**config.mk**
```make
export PLATFORM = sky130hd
export DESIGN_NAME = npc_gate_monitor_flat
export DESIGN_NICKNAME = d
export VERILOG_FILES = /design/src/rtl/npc_gate_monitor_if.sv /design/src/rtl/npc_gate_monitor.sv /design/src/flat_wrapper.sv
export SDC_FILE = /design/constraint.sdc
export NUM_CORES = 1
export LEC_CHECK = 0
export ABC_AREA = 1
export BUFFER_PORTS_ARGS = -buffer_cell sky130_fd_sc_hd__buf_2
export CAP_MARGIN = 20
export CORE_MARGIN = 8
export CORE_UTILIZATION = 58
export CTS_BUF_LIST = sky130_fd_sc_hd__clkbuf_4 sky130_fd_sc_hd__clkbuf_8
export DETAILED_ROUTE_END_ITERATION = 7
export PLACE_DENSITY = 0.8
export SLEW_MARGIN = 10
export SYNTH_ARGS = -nofsm -noshare
export SYNTH_HDL_FRONTEND = slang
export SYNTH_SLANG_ARGS = --single-unit
```
**constraint.sdc**
```tcl
create_clock -name clk -period 3.9 [get_ports clk]
set_input_delay 0.39 -clock clk [delete_from_list [all_inputs] [get_ports clk]]
set_output_delay 0.39 -clock clk [all_outputs]
set_load 0.01 [all_outputs]
```
**src/rtl/npc_gate_monitor_if.sv**
```systemverilog
// Gate readback bundle between the DCMG gate buses and the NPC gate monitor.
interface npc_gate_monitor_if;
    logic [3:0] NPC_outa;
    logic [3:0] NPC_outb;
    logic [3:0] NPC_outc;
    logic       fault_clr;
    logic [4:0] state_out;
    logic       state_valid;
    logic       state_strobe;
    logic       fault;
    logic [2:0] fault_phase;
    logic [1:0] fault_code;
    logic       gate_en;

    modport master (
        output NPC_outa, NPC_outb, NPC_outc, fault_clr,
        input  state_out, state_valid, state_strobe, fault, fault_phase, fault_code, gate_en
    );

    modport slave (
        input  NPC_outa, NPC_outb, NPC_outc, fault_clr,
        output state_out, state_valid, state_strobe, fault, fault_phase, fault_code, gate_en
    );
endinterface

```
**src/rtl/npc_gate_monitor.sv**
```systemverilog
// Independent NPC gate readback: decodes per-phase levels into the space-vector index and
// polices pattern legality and dead-time, latching the first fault and dropping gate_en.
//
// state | meaning
// S_OFF | all gates off, waiting for a stable level
// S_P   | phase at positive level (1100)
// S_O   | phase at neutral level (0110)
// S_N   | phase at negative level (0011)
// S_DT  | transitional pattern held, dt_ton selects TON/TPO, cnt counts hold cycles
// S_FLT | frozen after a captured fault until fault_clr
module npc_gate_monitor #(
    parameter int DT_MIN = 50,
    parameter int DT_MAX = 200,
    parameter int CNT_W  = 8
) (
    input  logic              clk,
    input  logic              rst,
    npc_gate_monitor_if.slave bus
);
    typedef enum logic [2:0] {S_OFF, S_P, S_O, S_N, S_DT, S_FLT} ph_state_t;

    typedef struct packed {
        ph_state_t        st;
        logic             ton;
        logic [CNT_W-1:0] cnt;
        logic [1:0]       code;
    } ph_next_t;

    localparam logic [1:0] C_NONE = 2'b00;
    localparam logic [1:0] C_ILL  = 2'b01;
    localparam logic [1:0] C_DT   = 2'b10;
    localparam logic [1:0] C_LONG = 2'b11;

    localparam logic [3:0] PAT_P   = 4'b1100;
    localparam logic [3:0] PAT_O   = 4'b0110;
    localparam logic [3:0] PAT_N   = 4'b0011;
    localparam logic [3:0] PAT_TPO = 4'b0100;
    localparam logic [3:0] PAT_TON = 4'b0010;
    localparam logic [3:0] PAT_OFF = 4'b0000;

    localparam logic [CNT_W-1:0] CNT_MIN = CNT_W'(DT_MIN);
    localparam logic [CNT_W-1:0] CNT_MAX = CNT_W'(DT_MAX);

    logic [3:0]       pat_r    [3];
    ph_state_t        ph_st    [3];
    logic             dt_ton   [3];
    logic [CNT_W-1:0] cnt      [3];
    ph_next_t         nxt      [3];
    logic [1:0]       code_sel [3];
    logic [2:0]       fmask;
    logic [1:0]       fcode;
    logic             any_ill;
    logic             any_dt;
    logic             valid_nxt;
    logic [4:0]       idx_nxt;

    function automatic logic is_stable(input logic [3:0] pat);
        return (pat == PAT_P) || (pat == PAT_O) || (pat == PAT_N);
    endfunction

    function automatic logic is_legal(input logic [3:0] pat);
        return is_stable(pat) || (pat == PAT_TPO) || (pat == PAT_TON) || (pat == PAT_OFF);
    endfunction

    function automatic ph_state_t level_of(input logic [3:0] pat);
        case (pat)
            PAT_P:   return S_P;
            PAT_O:   return S_O;
            PAT_N:   return S_N;
            default: return S_OFF;
        endcase
    endfunction

    function automatic logic [4:0] lvl(input ph_state_t s);
        case (s)
            S_P:     return 5'd2;
            S_O:     return 5'd1;
            default: return 5'd0;
        endcase
    endfunction

    // From S_OFF only a stable level or staying off is acceptable.
    function automatic logic [1:0] entry_code(input logic [3:0] pat);
        return (!is_legal(pat) || pat == PAT_TPO || pat == PAT_TON) ? C_ILL : C_NONE;
    endfunction

    function automatic ph_next_t eval_phase(input ph_state_t s, input logic ton,
                                            input logic [CNT_W-1:0] c, input logic [3:0] pat);
        ph_next_t r;
        logic     is_tr;
        logic     same_tr;
        logic     exit_ok;
        r.st    = s;
        r.ton   = ton;
        r.cnt   = c;
        r.code  = C_NONE;
        is_tr   = (pat == PAT_TPO) || (pat == PAT_TON);
        same_tr = ton ? (pat == PAT_TON) : (pat == PAT_TPO);
        exit_ok = ton ? (pat == PAT_O || pat == PAT_N) : (pat == PAT_P || pat == PAT_O);
        if (!is_legal(pat)) begin
            r.code = C_ILL;
        end else begin
            case (s)
                S_OFF: begin
                    r.code = entry_code(pat);
                    if (is_stable(pat)) r.st = level_of(pat);
                end
                S_P, S_O, S_N: begin
                    if (pat == PAT_OFF) begin
                        r.st = S_OFF;
                    end else if (is_tr) begin
                        if ((pat == PAT_TPO && s != S_N) || (pat == PAT_TON && s != S_P)) begin
                            r.st  = S_DT;
                            r.ton = (pat == PAT_TON);
                            r.cnt = CNT_W'(1);
                        end else begin
                            r.code = C_ILL;
                        end
                    end else if (level_of(pat) != s) begin
                        r.code = C_DT;
                    end
                end
                S_DT: begin
                    if (pat == PAT_OFF) begin
                        r.st  = S_OFF;
                        r.cnt = '0;
                    end else if (same_tr) begin
                        if (c == CNT_MAX) r.code = C_LONG;
                        else              r.cnt  = c + CNT_W'(1);
                    end else if (is_tr || !exit_ok) begin
                        r.code = C_ILL;
                    end else if (c < CNT_MIN) begin
                        r.code = C_DT;
                    end else begin
                        r.st  = level_of(pat);
                        r.cnt = '0;
                    end
                end
                default: ;
            endcase
        end
        return r;
    endfunction

    // While faulted, a clear request is judged as if every phase re-entered from S_OFF.
    always_comb begin
        fmask     = '0;
        any_ill   = 1'b0;
        any_dt    = 1'b0;
        valid_nxt = 1'b1;
        for (int i = 0; i < 3; i++) begin
            nxt[i]      = eval_phase(ph_st[i], dt_ton[i], cnt[i], pat_r[i]);
            code_sel[i] = bus.fault ? entry_code(pat_r[i]) : nxt[i].code;
            fmask[i]    = |code_sel[i];
            if (code_sel[i] == C_ILL) any_ill = 1'b1;
            if (code_sel[i] == C_DT)  any_dt  = 1'b1;
            if (!(nxt[i].st inside {S_P, S_O, S_N})) valid_nxt = 1'b0;
        end
        fcode   = any_ill ? C_ILL : (any_dt ? C_DT : C_LONG);
        idx_nxt = lvl(nxt[2].st) * 5'd9 + lvl(nxt[1].st) * 5'd3 + lvl(nxt[0].st);
    end

    always_ff @(posedge clk) begin
        if (rst) begin
            for (int i = 0; i < 3; i++) begin
                pat_r[i]  <= '0;
                ph_st[i]  <= S_OFF;
                dt_ton[i] <= 1'b0;
                cnt[i]    <= '0;
            end
            bus.state_out    <= '0;
            bus.state_valid  <= 1'b0;
            bus.state_strobe <= 1'b0;
            bus.fault        <= 1'b0;
            bus.fault_phase  <= '0;
            bus.fault_code   <= C_NONE;
            bus.gate_en      <= 1'b1;
        end else begin
            pat_r[2]         <= bus.NPC_outa;
            pat_r[1]         <= bus.NPC_outb;
            pat_r[0]         <= bus.NPC_outc;
            bus.state_strobe <= 1'b0;
            if (!bus.fault || bus.fault_clr) begin
                if (|fmask) begin
                    bus.fault       <= 1'b1;
                    bus.gate_en     <= 1'b0;
                    bus.fault_phase <= fmask;
                    bus.fault_code  <= fcode;
                    bus.state_valid <= 1'b0;
                    for (int i = 0; i < 3; i++) begin
                        ph_st[i] <= S_FLT;
                        cnt[i]   <= '0;
                    end
                end else if (bus.fault) begin
                    bus.fault       <= 1'b0;
                    bus.gate_en     <= 1'b1;
                    bus.fault_phase <= '0;
                    bus.fault_code  <= C_NONE;
                    bus.state_valid <= 1'b0;
                    for (int i = 0; i < 3; i++) begin
                        ph_st[i] <= S_OFF;
                        cnt[i]   <= '0;
                    end
                end else begin
                    for (int i = 0; i < 3; i++) begin
                        ph_st[i]  <= nxt[i].st;
                        dt_ton[i] <= nxt[i].ton;
                        cnt[i]    <= nxt[i].cnt;
                    end
                    bus.state_valid  <= valid_nxt;
                    bus.state_strobe <= valid_nxt && (!bus.state_valid || idx_nxt != bus.state_out);
                    if (valid_nxt) bus.state_out <= idx_nxt;
                end
            end
        end
    end
endmodule

```
**src/flat_wrapper.sv**
```systemverilog
// flat-port wrapper written by rule: the top's interface ports become plain ports
module npc_gate_monitor_flat 
#(
    parameter int DT_MIN = 50,
    parameter int DT_MAX = 200,
    parameter int CNT_W  = 8
)
  (clk, rst, bus_NPC_outa, bus_NPC_outb, bus_NPC_outc, bus_fault_clr, bus_state_out, bus_state_valid, bus_state_strobe, bus_fault, bus_fault_phase, bus_fault_code, bus_gate_en);
  npc_gate_monitor_if bus_i ();
  input  logic clk;
  input  logic rst;
  input wire logic [$bits(bus_i.NPC_outa)-1:0] bus_NPC_outa;
  input wire logic [$bits(bus_i.NPC_outb)-1:0] bus_NPC_outb;
  input wire logic [$bits(bus_i.NPC_outc)-1:0] bus_NPC_outc;
  input wire logic [$bits(bus_i.fault_clr)-1:0] bus_fault_clr;
  output wire logic [$bits(bus_i.state_out)-1:0] bus_state_out;
  output wire logic [$bits(bus_i.state_valid)-1:0] bus_state_valid;
  output wire logic [$bits(bus_i.state_strobe)-1:0] bus_state_strobe;
  output wire logic [$bits(bus_i.fault)-1:0] bus_fault;
  output wire logic [$bits(bus_i.fault_phase)-1:0] bus_fault_phase;
  output wire logic [$bits(bus_i.fault_code)-1:0] bus_fault_code;
  output wire logic [$bits(bus_i.gate_en)-1:0] bus_gate_en;
  assign bus_i.NPC_outa = bus_NPC_outa;
  assign bus_i.NPC_outb = bus_NPC_outb;
  assign bus_i.NPC_outc = bus_NPC_outc;
  assign bus_i.fault_clr = bus_fault_clr;
  assign bus_state_out = bus_i.state_out;
  assign bus_state_valid = bus_i.state_valid;
  assign bus_state_strobe = bus_i.state_strobe;
  assign bus_fault = bus_i.fault;
  assign bus_fault_phase = bus_i.fault_phase;
  assign bus_fault_code = bus_i.fault_code;
  assign bus_gate_en = bus_i.gate_en;
  npc_gate_monitor #(.DT_MIN(DT_MIN), .DT_MAX(DT_MAX), .CNT_W(CNT_W)) u_core (.clk(clk), .rst(rst), .bus(bus_i));
endmodule
```
==> key figures <==
Critical path
  • R2R depth: 24
  • Ordered list of cells on the worst path: nor2_4, nand3_2, nand2_2, inv_2, nand4_1, nand2_1, nor2_1, nand2_1, nand2_1, nand3_2, nor3_4, inv_2, ha_4, inv_2, ha_4, fa_2, ha_4, fa_2, xnor2_2, xnor2_2, a2111oi_4, nand3_1, nand2_1, inv_1
  • Worst path max stage delay: 0.45 ns
  • Max FO, Critical Path: 6
  • Critical-path top delay cell: fa_2
  • Top delay family on crit path: adder cells
  • Element type at the critical path start: register
  • Reg-to-reg critical path startpoint: u_core.pat_r[0][5]$_SDFF_PP0_
  • Critical Path AT: 4.42 ns
  • Worst Setup EP: u_core.bus.state_strobe$_SDFF_PP0_
  • CP Class: reg2reg
  • Most used cell, CP: nand2_1
  • WP data required: 4.16 ns
  • CP Launch Point: u_core.pat_r[0][5]$_SDFF_PP0_
  • Cell count along the critical path: 24
  • Crit end category: register
  • RR Endpoint: u_core.bus.state_strobe$_SDFF_PP0_
  • Crit path buffers/inverters: 4
  • R2R setup slack: -0.26 ns

Global routing
  • Antenna violations before repair: 0
  • Global route total overflow: 0
  • First-pass GRT wire length: 21.1 mm
  • Met2 usage: 0.379
  • Vias in the first global route: 4706
  • Largest net degree at the start of global routing: 16
  • GRT Util Overall: 0.222
  • Met3 Use GR: 0.0389
  • GRT Max-Usage Layer: met2
  • Met1 usage: 0.268

Route
  • Final wirelength: 12.5 mm
  • Post-DR vias/cell: 5.37
  • WL/cell: 13.7 um
  • First-pass detailed-route iteration total: 6
  • Vias post-DR: 4905
  • Final ANT Viol Nets: 0
  • Residual DRC: 0
  • DR iter-0 viols: 277

Logic synthesis
  • Area leader, netlist: edfxtp_1
  • EDFF count, synth: 36
  • Mapped Cells: 705
  • Asr flop ratio synth: 0
  • Top-area cell type share of the netlist area: 0.223
  • Post-synthesis cell area: 4840 um^2
  • Most frequent cell after synthesis: nand2_1
  • Top FF cell, synth: edfxtp_1
  • Syn Area/Cell: 6.87 um^2
  • Sequential area share after synthesis: 0.331
  • Unique cell type count in the Yosys netlist: 42
  • Synth top cells by count: 181 x nand2_1, 100 x inv_1, 86 x nor2_1
  • Synth Net Count: 739
  • Synth top area cells: edfxtp_1 22%, nand2_1 14%, dfxtp_1 11%
  • Syn. warnings: 0
  • Flops & latches, synth: 62

STA
  • Min Hold Slack: 0.232 ns
  • Fmax: 240 MHz
  • Fin. max-slew vios: 0
  • Hold Violations, Final: 0
  • Setup WS post-layout: -0.262 ns
  • Fin Setup TNS: -0.262 ns
  • Fin crit share: 1.07
  • Final Skew: 0.0132 ns
  • Min Tclk post-route: 4.16 ns
  • Worst Tran Pin Value: 0.661 ns
  • Setup violations, final: 1
  • Max_slew headroom: 0.558
  • Unrepaired setup endpoints after global routing: yes

Run status
  • Failing checks: setup timing
  • Run status: complete, but fails checks

Hold path
  • Hold Startpoint: bus_NPC_outc[3]
  • Min-Delay Path Class: in2reg

Pwr
  • Leakage Power: 2.87 nW
  • Internal cell power: 1.30 mW
  • Logic pwr share: 0.333
  • Clock power share: 0.284
  • Switch Pwr: 0.754 mW
  • Pwr Density: 346 nW/um^2
  • Peak supply drop: 0.000257 V
  • Reg power frac: 0.382
  • Sw frac: 0.367

Clock network
  • Clk sinks: 62
  • CTS tree: built
  • Root Buffer: clkbuf_8
  • Clk Latency, worst-skew pair: 0.36 ns
  • # hold bufs at CTS: 0
  • CTS buffer count: 9
  • CTS Buffer Depth: 2
  • H-tree Lvls: 3
  • Reg clk slew, reported paths: 0.08 ns

Floorplanning
  • Die width: 107 um
  • Ports: 29
  • Initial core utilization: 0.592
  • Core Area: 8180 um^2
  • Row cnt: 33
  • Total Die Area: 11500 um^2
  • Die H: 107 um

Layout
  • Ratio of cells with drive above 1 in the final layout: 0.266
  • Area Growth Syn to Fin: 22.9%
  • Final core utilization: 0.728
  • Cell area after layout: 5950 um^2
  • N_diodes: 0
  • Nets: 837
  • Non-Filler Instances: 913

Place
  • I/O Buffers: 28
  • Hpwl dp: 9.09 mm
  • Placed cells: 880
  • Final estimated routing congestion in global placement: 0.956
  • DP Area: 5520 um^2

Run
  • Max cap viols: 0
==> how the worst min path moves through the flow <==
stage | slack (ns) | cells after the start | endpoint
3_3_place_gp | 0.47 | 2 | u_core.bus.gate_en$_SDFFE_PP1P_
6_report | 0.23 | 3 | u_core.pat_r[0][3]$_SDFF_PP0_
4_1_cts | 0.22 | 3 | u_core.pat_r[0][8]$_SDFF_PP0_
3_5_place_dp | 0.48 | 2 | u_core.bus.fault_code[0]$_SDFFE_PP0P_
2_1_floorplan | 0.46 | 1 | u_core.bus.fault_phase[1]$_SDFFE_PP0P_
5_1_grt | 0.23 | 3 | u_core.pat_r[0][8]$_SDFF_PP0_
==> worst min-delay path, stage by stage <==
cell	delay, ns
buf_2	0.09
inv_1	0.04
nor2_1	0.03
==> cell usage in the layout, fill, tap and decap left out, drive strengths merged, types with 3 or more instances in the layout <==
cell      instances
xnor2             7
clkinv            6
o21ai            23
o211ai            4
inv             112
xor2             12
nand2           187
nand3            76
nand4            20
edfxtp           36
nor4              4
clkinvlp          3
buf              96
a21oi            23
clkbuf            9
dfxtp            26
nor3             20
nor2            113
ha               17
==> power groups by stage <==
stage / clock network (mW) / registers [mW] / logic, mW
after floorplan: 0 / 0.795 / 0.422
after global placement: 0 / 0.798 / 0.587
after detailed placement: 0 / 0.801 / 0.603
after CTS: 0.593 / 0.786 / 0.638
after global routing: 0.617 / 0.793 / 0.760
final: 0.585 / 0.787 / 0.686
==> kinds of logic after synthesis <==
family | after synthesis | share of synthesized area
AND/OR/NAND/NOR | 424 | 0.412
buffers and inverters | 124 | 0.101
adder cells (fa/ha/maj) | 19 | 0.0522
XOR/XNOR | 19 | 0.0344
flip-flops | 62 | 0.331
AO/OA/AOI/OAI | 57 | 0.0703
==> per-stage QoR <==
step	power, mW	setup slack (ns)
after floorplan	1.22	0.0455
after global placement	1.39	-0.107
after detailed placement	1.40	-0.239
after CTS	2.02	-0.212
after global routing	2.17	-0.430
final	2.06	-0.262
==> final cells by class <==
type / count / area [um^2]
Fill cell: 638 / 2220
Sequential cell: 62 / 1620
Inverter: 115 / 432
Timing Repair Buffer: 96 / 651
Tap cell: 105 / 131
Clock inverter: 7 / 75.1
Multi-Input combinational cell: 519 / 2920
Clock buffer: 9 / 124
==> registers in the layout (all words and copies together) (netlist names), 2 cells and up <==
name / cells
u_core.bus.state_out: 5
u_core.bus.fault_code: 2
u_core.dt_ton: 3
u_core.cnt: 24
u_core.ph_st: 9
u_core.pat_r: 12
u_core.bus.fault_phase: 3
==> routing by layer <==
layer | share of wire | vias to the layer above
met5 | 0 | -
met4 | 0.026 | 0
li1 | - | 2472
met3 | 0.055 | 35
met2 | 0.48 | 163
met1 | 0.44 | 2235
==> repair_timing <==
action,4_1_cts,5_1_grt
buffers inserted,11,6
endpoints found under the setup margin,1,2
pin swaps,16,15
endpoints found under the hold margin,0,0
gates resized for setup,13,15
(Power assumes the default switching activity.)
